**config.mk**
```make
export PLATFORM = sky130hd
export DESIGN_NAME = udma_i2s_tx_serializer_flat
export DESIGN_NICKNAME = d
export VERILOG_FILES = /design/src/rtl/udma_i2s_tx_serializer_if.sv /design/src/rtl/udma_i2s_tx_serializer.sv /design/src/flat_wrapper.sv
export SDC_FILE = /design/constraint.sdc
export NUM_CORES = 1
export LEC_CHECK = 0
export CAP_MARGIN = 20
export CELL_PAD_IN_SITES_DETAIL_PLACEMENT = 1
export CELL_PAD_IN_SITES_GLOBAL_PLACEMENT = 2
export CORE_ASPECT_RATIO = 0.6
export CORE_MARGIN = 5
export CORE_UTILIZATION = 37
export CTS_BUF_LIST = sky130_fd_sc_hd__clkbuf_8
export DETAILED_ROUTE_END_ITERATION = 6
export PLACE_DENSITY = 0.95
export SLEW_MARGIN = 20
export SYNTH_ARGS = -nofsm -noshare
export SYNTH_HDL_FRONTEND = slang
export SYNTH_SLANG_ARGS = --single-unit
```
**constraint.sdc**
```tcl
create_clock -name clk_i -period 7 [get_ports clk_i]
set_input_delay 1.4 -clock clk_i [delete_from_list [all_inputs] [get_ports clk_i]]
set_output_delay 1.4 -clock clk_i [all_outputs]
set_load 0.02 [all_outputs]
```
**src/rtl/udma_i2s_tx_serializer_if.sv**
```systemverilog
// Sample stream carrying TX words from the FIFO into the I2S serializer.
//   data_i  : 32-bit sample word, valid while valid_i is high
//   valid_i : producer has a word available
//   ready_o : serializer accepts the word this cycle
// A word moves across when valid_i and ready_o are both high at a clock edge.
interface udma_i2s_tx_serializer_if;
   logic [31:0] data_i;
   logic        valid_i;
   logic        ready_o;

   modport master (output data_i, output valid_i, input ready_o);
   modport slave  (input data_i, input valid_i, output ready_o);
endinterface

```
**src/rtl/udma_i2s_tx_serializer.sv**
```systemverilog
// I2S master transmit serializer.
// Pulls sample words from a valid/ready stream and shifts them out on SD
// while generating SCK and WS, with a programmable SCK divider, word
// length and bit order.
//   clk_i, rst_i      : peripheral clock, synchronous active-high reset
//   cfg_en_i          : serializer enable, dropping it returns to IDLE
//   cfg_div_i         : SCK half-period minus 1, in clk_i cycles
//   cfg_bits_word_i   : bits per word minus 1 (0 is treated as 1)
//   cfg_lsb_first_i   : 1 = LSB first, 0 = MSB first
//   stream            : data_i / valid_i / ready_o sample stream
//   sck_o, sck_oe     : bit clock and its output enable
//   ws_o, ws_oe       : word select and its output enable
//   sd_o              : serial data
//   underrun_o        : one-cycle pulse when a word was due but none was ready
module udma_i2s_tx_serializer #(
   parameter int DIV_WIDTH = 16
) (
   input  logic                 clk_i,
   input  logic                 rst_i,
   input  logic                 cfg_en_i,
   input  logic [DIV_WIDTH-1:0] cfg_div_i,
   input  logic [4:0]           cfg_bits_word_i,
   input  logic                 cfg_lsb_first_i,
   udma_i2s_tx_serializer_if.slave stream,
   output logic                 sck_o,
   output logic                 sck_oe,
   output logic                 ws_o,
   output logic                 ws_oe,
   output logic                 sd_o,
   output logic                 underrun_o
);

   typedef enum logic [1:0] {IDLE, START, RUN} state_t;

   state_t               state_q;
   logic [DIV_WIDTH-1:0] div_cnt_q;
   logic [4:0]           bit_cnt_q;
   logic [4:0]           bits_q;
   logic                 lsb_q;
   logic [31:0]          shift_q;
   logic                 sck_q;
   logic                 ws_q;
   logic                 oe_q;
   logic                 underrun_q;

   logic [4:0]           bits_eff;
   logic [31:0]          load_word;
   logic                 div_hit;
   logic                 fall;
   logic                 boundary;
   logic                 ready;

   // Word setup and SCK event decode. MSB-first words are left-justified so
   // the first bit always sits in bit 31 and unused upper data bits fall off.
   // ready is combinational so a word can be taken in the very boundary cycle;
   // enable and reset both veto it so no word is lost on shutdown.
   always_comb begin
      bits_eff  = (cfg_bits_word_i == 5'd0) ? 5'd1 : cfg_bits_word_i;
      load_word = cfg_lsb_first_i ? stream.data_i
                                  : (stream.data_i << (5'd31 - bits_eff));
      div_hit   = (state_q == RUN) && (div_cnt_q == cfg_div_i);
      fall      = div_hit && sck_q;
      boundary  = fall && (bit_cnt_q == bits_q);
      ready     = !rst_i && cfg_en_i && ((state_q == START) || boundary);
   end

   // Main FSM. The divider compares against the live cfg_div_i, so lowering
   // it below the running count lets the counter wrap around silently. WS is
   // flipped one bit early, when the last bit of a word is driven, so it
   // leads the next word by one SCK period. A boundary without data loads
   // zeros and keeps the frame timing intact.
   always_ff @(posedge clk_i) begin
      if (rst_i || !cfg_en_i) begin
         state_q    <= IDLE;
         div_cnt_q  <= '0;
         bit_cnt_q  <= '0;
         bits_q     <= '0;
         lsb_q      <= 1'b0;
         shift_q    <= '0;
         sck_q      <= 1'b0;
         ws_q       <= 1'b0;
         oe_q       <= 1'b0;
         underrun_q <= 1'b0;
      end else begin
         underrun_q <= 1'b0;
         case (state_q)
            IDLE: begin
               state_q <= START;
            end
            START: begin
               if (stream.valid_i && ready) begin
                  shift_q   <= load_word;
                  bits_q    <= bits_eff;
                  lsb_q     <= cfg_lsb_first_i;
                  ws_q      <= 1'b0;
                  bit_cnt_q <= '0;
                  div_cnt_q <= '0;
                  oe_q      <= 1'b1;
                  state_q   <= RUN;
               end
            end
            RUN: begin
               if (div_hit) begin
                  div_cnt_q <= '0;
                  sck_q     <= ~sck_q;
               end else begin
                  div_cnt_q <= div_cnt_q + 1'b1;
               end
               if (fall) begin
                  if (boundary) begin
                     shift_q    <= stream.valid_i ? load_word : 32'd0;
                     bits_q     <= bits_eff;
                     lsb_q      <= cfg_lsb_first_i;
                     bit_cnt_q  <= '0;
                     underrun_q <= !stream.valid_i;
                  end else begin
                     shift_q   <= lsb_q ? (shift_q >> 1) : (shift_q << 1);
                     bit_cnt_q <= bit_cnt_q + 5'd1;
                     if ((bit_cnt_q + 5'd1) == bits_q) begin
                        ws_q <= ~ws_q;
                     end
                  end
               end
            end
            default: begin
               state_q <= IDLE;
            end
         endcase
      end
   end

   assign stream.ready_o = ready;
   assign sck_o          = sck_q;
   assign sck_oe         = oe_q;
   assign ws_o           = ws_q;
   assign ws_oe          = oe_q;
   assign sd_o           = lsb_q ? shift_q[0] : shift_q[31];
   assign underrun_o     = underrun_q;

endmodule
```
**src/flat_wrapper.sv**
```systemverilog
// flat-port wrapper written by rule: the top's interface ports become plain ports
module udma_i2s_tx_serializer_flat 
#(
   parameter int DIV_WIDTH = 16
)
  (clk_i, rst_i, cfg_en_i, cfg_div_i, cfg_bits_word_i, cfg_lsb_first_i, sck_o, sck_oe, ws_o, ws_oe, sd_o, underrun_o, stream_data_i, stream_valid_i, stream_ready_o);
  udma_i2s_tx_serializer_if stream_i ();
  input  logic clk_i;
  input  logic rst_i;
  input  logic cfg_en_i;
  input  logic [DIV_WIDTH-1:0] cfg_div_i;
  input  logic [4:0] cfg_bits_word_i;
  input  logic cfg_lsb_first_i;
  output logic sck_o;
  output logic sck_oe;
  output logic ws_o;
  output logic ws_oe;
  output logic sd_o;
  output logic underrun_o;
  input wire logic [$bits(stream_i.data_i)-1:0] stream_data_i;
  input wire logic [$bits(stream_i.valid_i)-1:0] stream_valid_i;
  output wire logic [$bits(stream_i.ready_o)-1:0] stream_ready_o;
  assign stream_i.data_i = stream_data_i;
  assign stream_i.valid_i = stream_valid_i;
  assign stream_ready_o = stream_i.ready_o;
  udma_i2s_tx_serializer #(.DIV_WIDTH(DIV_WIDTH)) u_core (.clk_i(clk_i), .rst_i(rst_i), .cfg_en_i(cfg_en_i), .cfg_div_i(cfg_div_i), .cfg_bits_word_i(cfg_bits_word_i), .cfg_lsb_first_i(cfg_lsb_first_i), .stream(stream_i), .sck_o(sck_o), .sck_oe(sck_oe), .ws_o(ws_o), .ws_oe(ws_oe), .sd_o(sd_o), .underrun_o(underrun_o));
endmodule
```
==> impl_metrics.py, run 1 <==
metrics = {
    "clock_tree": {
        "post_cts.repair.setup_buffers": 0,
        "ctsHtreeMaxLevel": 3,
        "worstSkewPairLatency_ns": 0.36,
        "cts.clk_slew.worst_paths_ns": 0.07,
        "root_buffer": "clkbuf_8",
        "postCtsResizedCells": 0,
        "clock-sinks": 65,
        "postCtsHoldBufs": 0,
        "tritoncts_clock_tree": "yes",
        "cts-buffers-inserted": 9,
        "clock_tree.buffer_depth": 2,
    },
    "synthesis": {
        "yosys_most_used_dff": "dfxtp_1",
        "share_of_the_synthesized_area_in_the_top_cell_type_pct": 23.1,
        "yosysWarningCount": 0,
        "number_of_enable_type_register_cells_in_the_synthesized_netlist": 0,
        "synth_top_cells_by_area": "dfxtp_1, mux2i_1, o21ai_0",
        "synth_cells": 751,
        "netlist_area_um2": 5640,
        "synth.net_count": 811,
        "ys_types": 70,
        "synthMuxAreaShare_pct": 14.8,
        "dominant_combinational_cell_family_by_area_after_synthesis": "compound AO/OA/AOI/OAI gates",
        "area_fraction_in_compound_gates_after_synthesis_pct": 32.3,
        "yosys_register_bits": 65,
        "yosys.area_share.xor_xnor_pct": 4.66,
        "synth-simple-area-share_pct": 18.3,
        "post_synth.cell_area_avg_um2": 7.51,
        "synth.largest_area_cell": "dfxtp_1",
        "sequential_cell_area_fraction_in_the_yosys_report_pct": 23.1,
        "synth-adder-area-share_pct": 0.444,
        "synth_async_sr_flop_share_pct": 0,
    },
    "worst_setup_path": {
        "crit_chain": "clkdlybuf4s50_1, xnor2_1, nand4_1, nor4_4, nand4_1, a21oi_1, clkdlybuf4s50_1",
        "worst_reg2reg_endpoint": "u_core.div_cnt_q[8]",
        "start_kind": "primary input",
        "critical-path-max-stage-delay_ns": 0.63,
        "timing.critical_path.fanout_max": 10,
        "cp.arrival_ns": 3.90,
        "regToRegSetupSlack_ns": 4.01,
        "critical_path.reg2reg.startpoint": "u_core.div_cnt_q[2]",
        "wp_buf_inv": 2,
        "cp_top_family": "buffers and inverters",
        "crit_path_top_delay_cell": "nor4_4",
        "cp.required_ns": 5.60,
        "endpoint_kind": "output port",
        "timing.reg2reg.worst_path_depth": 7,
        "timing.setup.critical_path_class": "primary input to output port",
    },
    "global_routing": {
        "grt_pass1_wl_mm": 34.9,
        "grt_start_max_net_pins": 48,
        "antenna_found_initial": 0,
        "gr-usage-all-layers_pct": 24.2,
        "grt_pass1_vias": 6078,
        "global_route.overflow_total": 0,
    },
    "sta": {
        "finClkSkew_ns": 0.0147,
        "timing.final.crit_share_pct": 75.8,
        "grt_setup_unrepaired": "no",
        "fin_setup_tns_ns": 0,
        "timing.final.setup_violations": 0,
        "max_clock_freq_mhz": 189,
        "slew_violations": 0,
        "finalCriticalPeriod_ns": 5.30,
        "relSlewSlack_pct": 34.6,
        "final-hold-violation-count": 0,
        "worstMarginPinSlew_ns": 0.981,
    },
    "detailed_routing": {
        "first_pass_iters": 5,
        "final_wirelength_mm": 22.1,
        "vias_per_cell": 6.42,
        "detail_route.drc_violations": 0,
        "drtAntennaViolNets": 0,
        "routed-via-count": 6259,
        "wire_per_inst_um": 22.7,
        "drt_iter0_drc": 623,
    },
    "finish": {
        "instances_no_fill": 975,
        "fillers": 1846,
        "syn2layout_area_growth_pct": 15.5,
        "nets": 832,
        "antenna_cells_inserted": 0,
        "drive_gt1_share_pct": 9.65,
    },
    "hold_path": {
        "hold_path.startpoint": "u_core.state_q[1]",
        "min_path_type": "flip-flop to flip-flop",
        "whs_endpoint": "u_core.state_q[0]",
        "hold_path_stages": 1,
    },
    "pwr": {
        "power.ir.vdd_worst_uv": 72.3,
        "switching_power_w": 0.000315,
        "leakage_nw": 2.17,
        "total_power_w": 0.000947,
        "pwr-share-clk_pct": 34.4,
        "powerDensity_nw_per_um2": 145,
        "swShare_pct": 33.2,
        "intPower_w": 0.000632,
        "power_frac_seq_pct": 39.4,
        "proportion_of_power_drawn_by_combinational_gates_pct": 26.1,
    },
    "die": {
        "fp.coreArea_um2": 14700,
        "die_width_um": 169,
        "die_height_um": 106,
        "floorplan.io_pins": 65,
        "initial_core_util_pct": 38.3,
        "placementRows": 34,
        "dieArea_um2": 17900,
    },
    "placed_design": {
        "port-buffer-count": 64,
        "routabilityCongestion": 0.932,
        "numPlacedInstances": 959,
        "detailed_place_hpwl_mm": 16.5,
    },
    "status": {
        "run_status": "completed",
    },
    "run": {
        "maxCapViolations": 0,
    },
}
## cell usage after synthesis, types with 5 or more instances
cell type and instances:
o21ai_0 77, a21oi_1 71, nor2_1 68, dfxtp_1 65, nand2_1 57, mux2i_1 47
clkbuf_1 42, a22oi_1 30, a31oi_1 27, mux2_2 26, xnor2_1 23, nor3_1 18
nand3_1 17, buf_2 16, o211ai_1 10, a211oi_1 8, nand4_1 8, nor2b_1 8
o221ai_1 8, inv_1 7, xor2_1 7, a32o_1 6, and3_1 6, nand2b_1 6
o22ai_1 6, buf_6 5
## worst reg2reg max path: cells and delay by family, from the launching register on
family	cells	cell delay (ns)
AOI/OAI and AO/OA	1	0.24
xor gates and xnor gates	1	0.16
buffers and inverters	1	0.27
DFF	1	0.49
and+or+nand+nor	4	1.69
## layout make-up
type | count | area, um^2 | share of cell area (%)
Multi-Input combinational cell | 608 | 3990 | 61.3
Tap cell | 198 | 248 | 3.80
Clock inverter | 7 | 71.3 | 1.09
Sequential cell | 65 | 1300 | 20.0
Clock buffer | 9 | 124 | 1.90
Timing Repair Buffer | 79 | 743 | 11.4
Inverter | 9 | 33.8 | 0.519
## routing by layer
metal	routed length, um	GRT usage [%]
met1	11200	37.7
met2	8830	32.7
met3	1880	6.77
met4	235	4.48
met5	0	0
## cells by family after synthesis
kind of cell,count (synthesis)
compound gates,286
simple gates,214
buf+inv,78
mux,76
flops,65
xor+xnor,30
fa+ha+maj,2
## metrics by stage
| step | utilization [%] | worst slack (ns) | hold slack [ns] | cell area [um^2] |
|---|---|---|---|---|
| after global placement | 42.9 | 1.83 | 0.457 | 6310 |
| after global routing | 44.3 | 1.50 | 0.509 | 6520 |
| after detailed placement | 42.9 | 1.72 | 0.471 | 6310 |
| after floorplan | - | 2.90 | 0.441 | 5640 |
| after CTS | 44.2 | 1.72 | 0.483 | 6510 |
| final | 44.3 | 1.70 | 0.481 | 6520 |
## power by group through the flow
stage          logic, W  registers, W  clock network [W]
2_1_floorplan  0.000144      0.000381                  0
5_1_grt        0.000262      0.000374           0.000351
4_1_cts        0.000239      0.000373           0.000331
6_report       0.000248      0.000373           0.000326
3_5_place_dp   0.000238      0.000382                  0
3_3_place_gp   0.000233      0.000382                  0
## worst max path at each step
stage	startpoint	to	slack [ns]	cells after the start
6_report	cfg_div_i[10]	stream_ready_o	1.70	7
5_1_grt	cfg_div_i[10]	stream_ready_o	1.50	7
4_1_cts	cfg_div_i[10]	stream_ready_o	1.72	7
3_5_place_dp	cfg_div_i[10]	stream_ready_o	1.72	7
3_3_place_gp	cfg_div_i[10]	stream_ready_o	1.83	7
2_1_floorplan	cfg_div_i[14]	stream_ready_o	2.90	5
## placed cells by master, fill, tap and decap left out, types with 6 or more instances in the layout
master,n
clkbuf_8,9
mux2i_1,47
nand4_1,8
nand2_1,57
a31oi_1,25
dfxtp_1,65
clkdlybuf4s50_1,62
o221ai_1,8
a32o_1,6
mux2_2,26
nand3_1,17
nor3_1,17
a22oi_1,30
o21ai_0,77
nor2b_1,8
a21oi_1,71
o22ai_1,6
o211ai_1,10
buf_4,15
xnor2_1,23
nand2b_1,6
a211oi_1,8
xor2_1,7
and3_1,6
inv_1,8
nor2_1,68
## state kept, by name, indices dropped and copies added, names as in the netlist
register and count:
u_core.ws_o 1, u_core.shift_q 32, u_core.sck_oe 1, u_core.underrun_o 1, u_core.sck_o 1, u_core.bit_cnt_q 5, u_core.bits_q 5, u_core.lsb_q 1
u_core.div_cnt_q 16, u_core.state_q 2
Power figures use the tool's default switching activity.
==> inputs of run 2 (changes only) <==
--- a/config.mk
+++ b/config.mk
@@ -10,7 +10,7 @@
 export CELL_PAD_IN_SITES_GLOBAL_PLACEMENT = 2
 export CORE_ASPECT_RATIO = 0.6
 export CORE_MARGIN = 5
-export CORE_UTILIZATION = 37
+export CORE_UTILIZATION = 34
 export CTS_BUF_LIST = sky130_fd_sc_hd__clkbuf_8
 export DETAILED_ROUTE_END_ITERATION = 6
 export PLACE_DENSITY = 0.95
==> constraint.sdc (replaced) <==
create_clock -name clk_i -period 4.9 [get_ports clk_i]
set_input_delay 0.98 -clock clk_i [delete_from_list [all_inputs] [get_ports clk_i]]
set_output_delay 0.98 -clock clk_i [all_outputs]
set_load 0.02 [all_outputs]
==> run 2 against run 1 <==
Combinational power increased by 42%. Sequential share of layout area decreased by 0.29 points. Non-clock buffer count increased by 4. Cell count increased by 3.4%. Hold slack got worse by 0.012 ns. Critical path type unchanged. Highest routed layer unchanged.
==> impl_metrics.py, run 2 (synthesized netlist as in run 1, its figures left out) <==
metrics = {
    "status": {
        "run_status": "completed",
    },
    "worst_setup_path": {
        "cp_top_family": "buffers and inverters",
        "crit_chain": "clkdlybuf4s50_1, xnor2_1, nand4_1, nor4_4, nand4_1, a21oi_1, clkdlybuf4s50_1",
        "wp_buf_inv": 2,
        "timing.setup.critical_path_class": "primary input to output port",
        "cp.required_ns": 3.92,
        "endpoint_kind": "output port",
        "crit_path_top_delay_cell": "clkdlybuf4s50_1",
        "start_kind": "primary input",
        "cp.arrival_ns": 3.35,
        "timing.critical_path.fanout_max": 2,
        "critical-path-max-stage-delay_ns": 0.63,
    },
    "sta": {
        "worstMarginPinSlew_ns": 0.997,
        "final-hold-violation-count": 0,
        "finClkSkew_ns": 0.0100,
        "hold_ws_ns": 0.469,
        "slew_violations": 0,
        "timing.final.crit_share_pct": 88.3,
        "grt_setup_unrepaired": "no",
        "max_clock_freq_mhz": 231,
        "relSlewSlack_pct": 33.2,
        "fin_setup_tns_ns": 0,
        "timing.final.setup_violations": 0,
        "finalCriticalPeriod_ns": 4.33,
    },
    "clock_tree": {
        "post_cts.repair.setup_buffers": 0,
        "tritoncts_clock_tree": "yes",
        "postCtsResizedCells": 0,
        "postCtsHoldBufs": 0,
        "worstSkewPairLatency_ns": 0.35,
        "root_buffer": "clkbuf_8",
        "cts.clk_slew.worst_paths_ns": 0.06,
        "clock_tree.buffer_depth": 2,
        "cts-buffers-inserted": 9,
        "clock-sinks": 65,
        "ctsHtreeMaxLevel": 3,
    },
    "placed_design": {
        "port-buffer-count": 64,
        "detailed_place_hpwl_mm": 15.6,
        "routabilityCongestion": 0.986,
    },
    "detailed_routing": {
        "wire_per_inst_um": 21.0,
        "drt_iter0_drc": 600,
        "met3WireLength_mm": 2.04,
        "met2_wire_len_mm": 8.31,
        "drtAntennaViolNets": 0,
        "first_pass_iters": 5,
        "vias_per_cell": 6.11,
        "highest_layer": "met4",
        "detail_route.drc_violations": 0,
        "routed-via-count": 6162,
        "met1_length_mm": 10.7,
        "final_wirelength_mm": 21.2,
    },
    "die": {
        "die_height_um": 110,
        "die_width_um": 176,
        "initial_core_util_pct": 34.7,
        "fp.coreArea_um2": 16300,
        "placementRows": 36,
        "floorplan.io_pins": 65,
        "dieArea_um2": 19300,
    },
    "global_routing": {
        "gr-usage-all-layers_pct": 21.6,
        "grt_start_max_net_pins": 56,
        "antenna_found_initial": 0,
        "global_route.overflow_total": 0,
        "grt_pass1_vias": 5838,
        "grt_pass1_wl_mm": 33.3,
    },
    "finish": {
        "syn2layout_area_growth_pct": 17.2,
        "final_cell_mix": "o21ai_0, a21oi_1, nor2_1",
        "largest_register_ffs": 32,
        "final_common_cell": "o21ai_0",
        "fillers": 1991,
        "antenna_cells_inserted": 0,
        "regMostFlops": "u_core.shift_q",
        "largestRegisters": "u_core.shift_q x32, u_core.div_cnt_q x16",
        "drive_gt1_share_pct": 10.1,
        "register_area_um2": 1300,
        "nets": 836,
        "multi_input_area_um2": 3990,
    },
    "pwr": {
        "power.ir.vdd_worst_uv": 106,
        "leakage_nw": 2.21,
        "powerDensity_nw_per_um2": 209,
    },
    "run": {
        "maxCapViolations": 0,
    },
    "hold_path": {
        "min_path_type": "flip-flop to flip-flop",
    },
}
-- run 2: final cells by class --
cell class | instances | share of cell area, %
Sequential cell | 65 | 19.7
Multi-Input combinational cell | 608 | 60.4
Clock buffer | 13 | 2.71
Clock inverter | 2 | 0.530
Tap cell | 228 | 4.32
Timing Repair Buffer | 83 | 11.9
Inverter | 9 | 0.511
-- run 2: metrics by stage --
| stage | util [%] | instance area (um^2) | std cells | total power (W) | setup slack [ns] |
|---|---|---|---|---|---|
| finish | 40.7 | 6610 | 1008 | 0.00138 | 0.573 |
| global route | 40.7 | 6610 | 1008 | 0.00144 | 0.502 |
| CTS | 40.7 | 6610 | 1008 | 0.00138 | 0.608 |
| detailed placement | 39.3 | 6400 | 993 | 0.000884 | 0.622 |
| global placement | 39.3 | 6400 | 993 | 0.000880 | 0.641 |
| floorplan | - | 5640 | 751 | 0.000751 | 1.64 |
-- run 2: worst paths after layout --
| path | from | endpoint | slack [ns] | cells after the start |
|---|---|---|---|---|
| worst max-delay path | cfg_div_i[14] | stream_ready_o | 0.57 | 7 |
| worst min-delay path | u_core.bits_q[4] | u_core.bits_q[4] | 0.47 | 2 |
| worst max register to register | u_core.div_cnt_q[14] | u_core.shift_q[29] | 1.96 | 9 |
| worst min register to register | u_core.bits_q[4] | u_core.bits_q[4] | 0.47 | 2 |
-- run 2: report_power, final --
| group | switching (W) | internal (W) | leakage (nW) |
|---|---|---|---|
| clock | 0.000210 | 0.000287 | 0.112 |
| sequential | 0.00000259 | 0.000531 | 0.524 |
| combinational | 0.000212 | 0.000139 | 1.57 |
-- run 2: metal layers --
layer	GRT usage [%]	up-vias
met3	7.39	13
met4	2.78	0
met2	28.7	238
met1	33.5	3036
li1	-	2875
met5	0	-
-- run 2: worst reg2reg max path: stages (launching register included) --
cell	delay [ns]
dfxtp_1	0.35
xnor2_1	0.30
nand4_1	0.23
nor4_4	0.36
buf_4	0.22
a31oi_2	0.27
buf_4	0.32
nor2_1	0.22
nand2_1	0.24
o32ai_1	0.34
==> inputs of run 3 (changes only) <==
--- a/config.mk
+++ b/config.mk
@@ -12,7 +12,9 @@
 export CORE_MARGIN = 5
 export CORE_UTILIZATION = 34
 export CTS_BUF_LIST = sky130_fd_sc_hd__clkbuf_8
+export CTS_CLUSTER_DIAMETER = 50
 export DETAILED_ROUTE_END_ITERATION = 6
+export GPL_TIMING_DRIVEN = 1
 export PLACE_DENSITY = 0.95
 export SLEW_MARGIN = 20
 export SYNTH_ARGS = -nofsm -noshare
==> results of run 3 <==
Same layout as run 2: the final DEF is identical, and so are final timing and power.
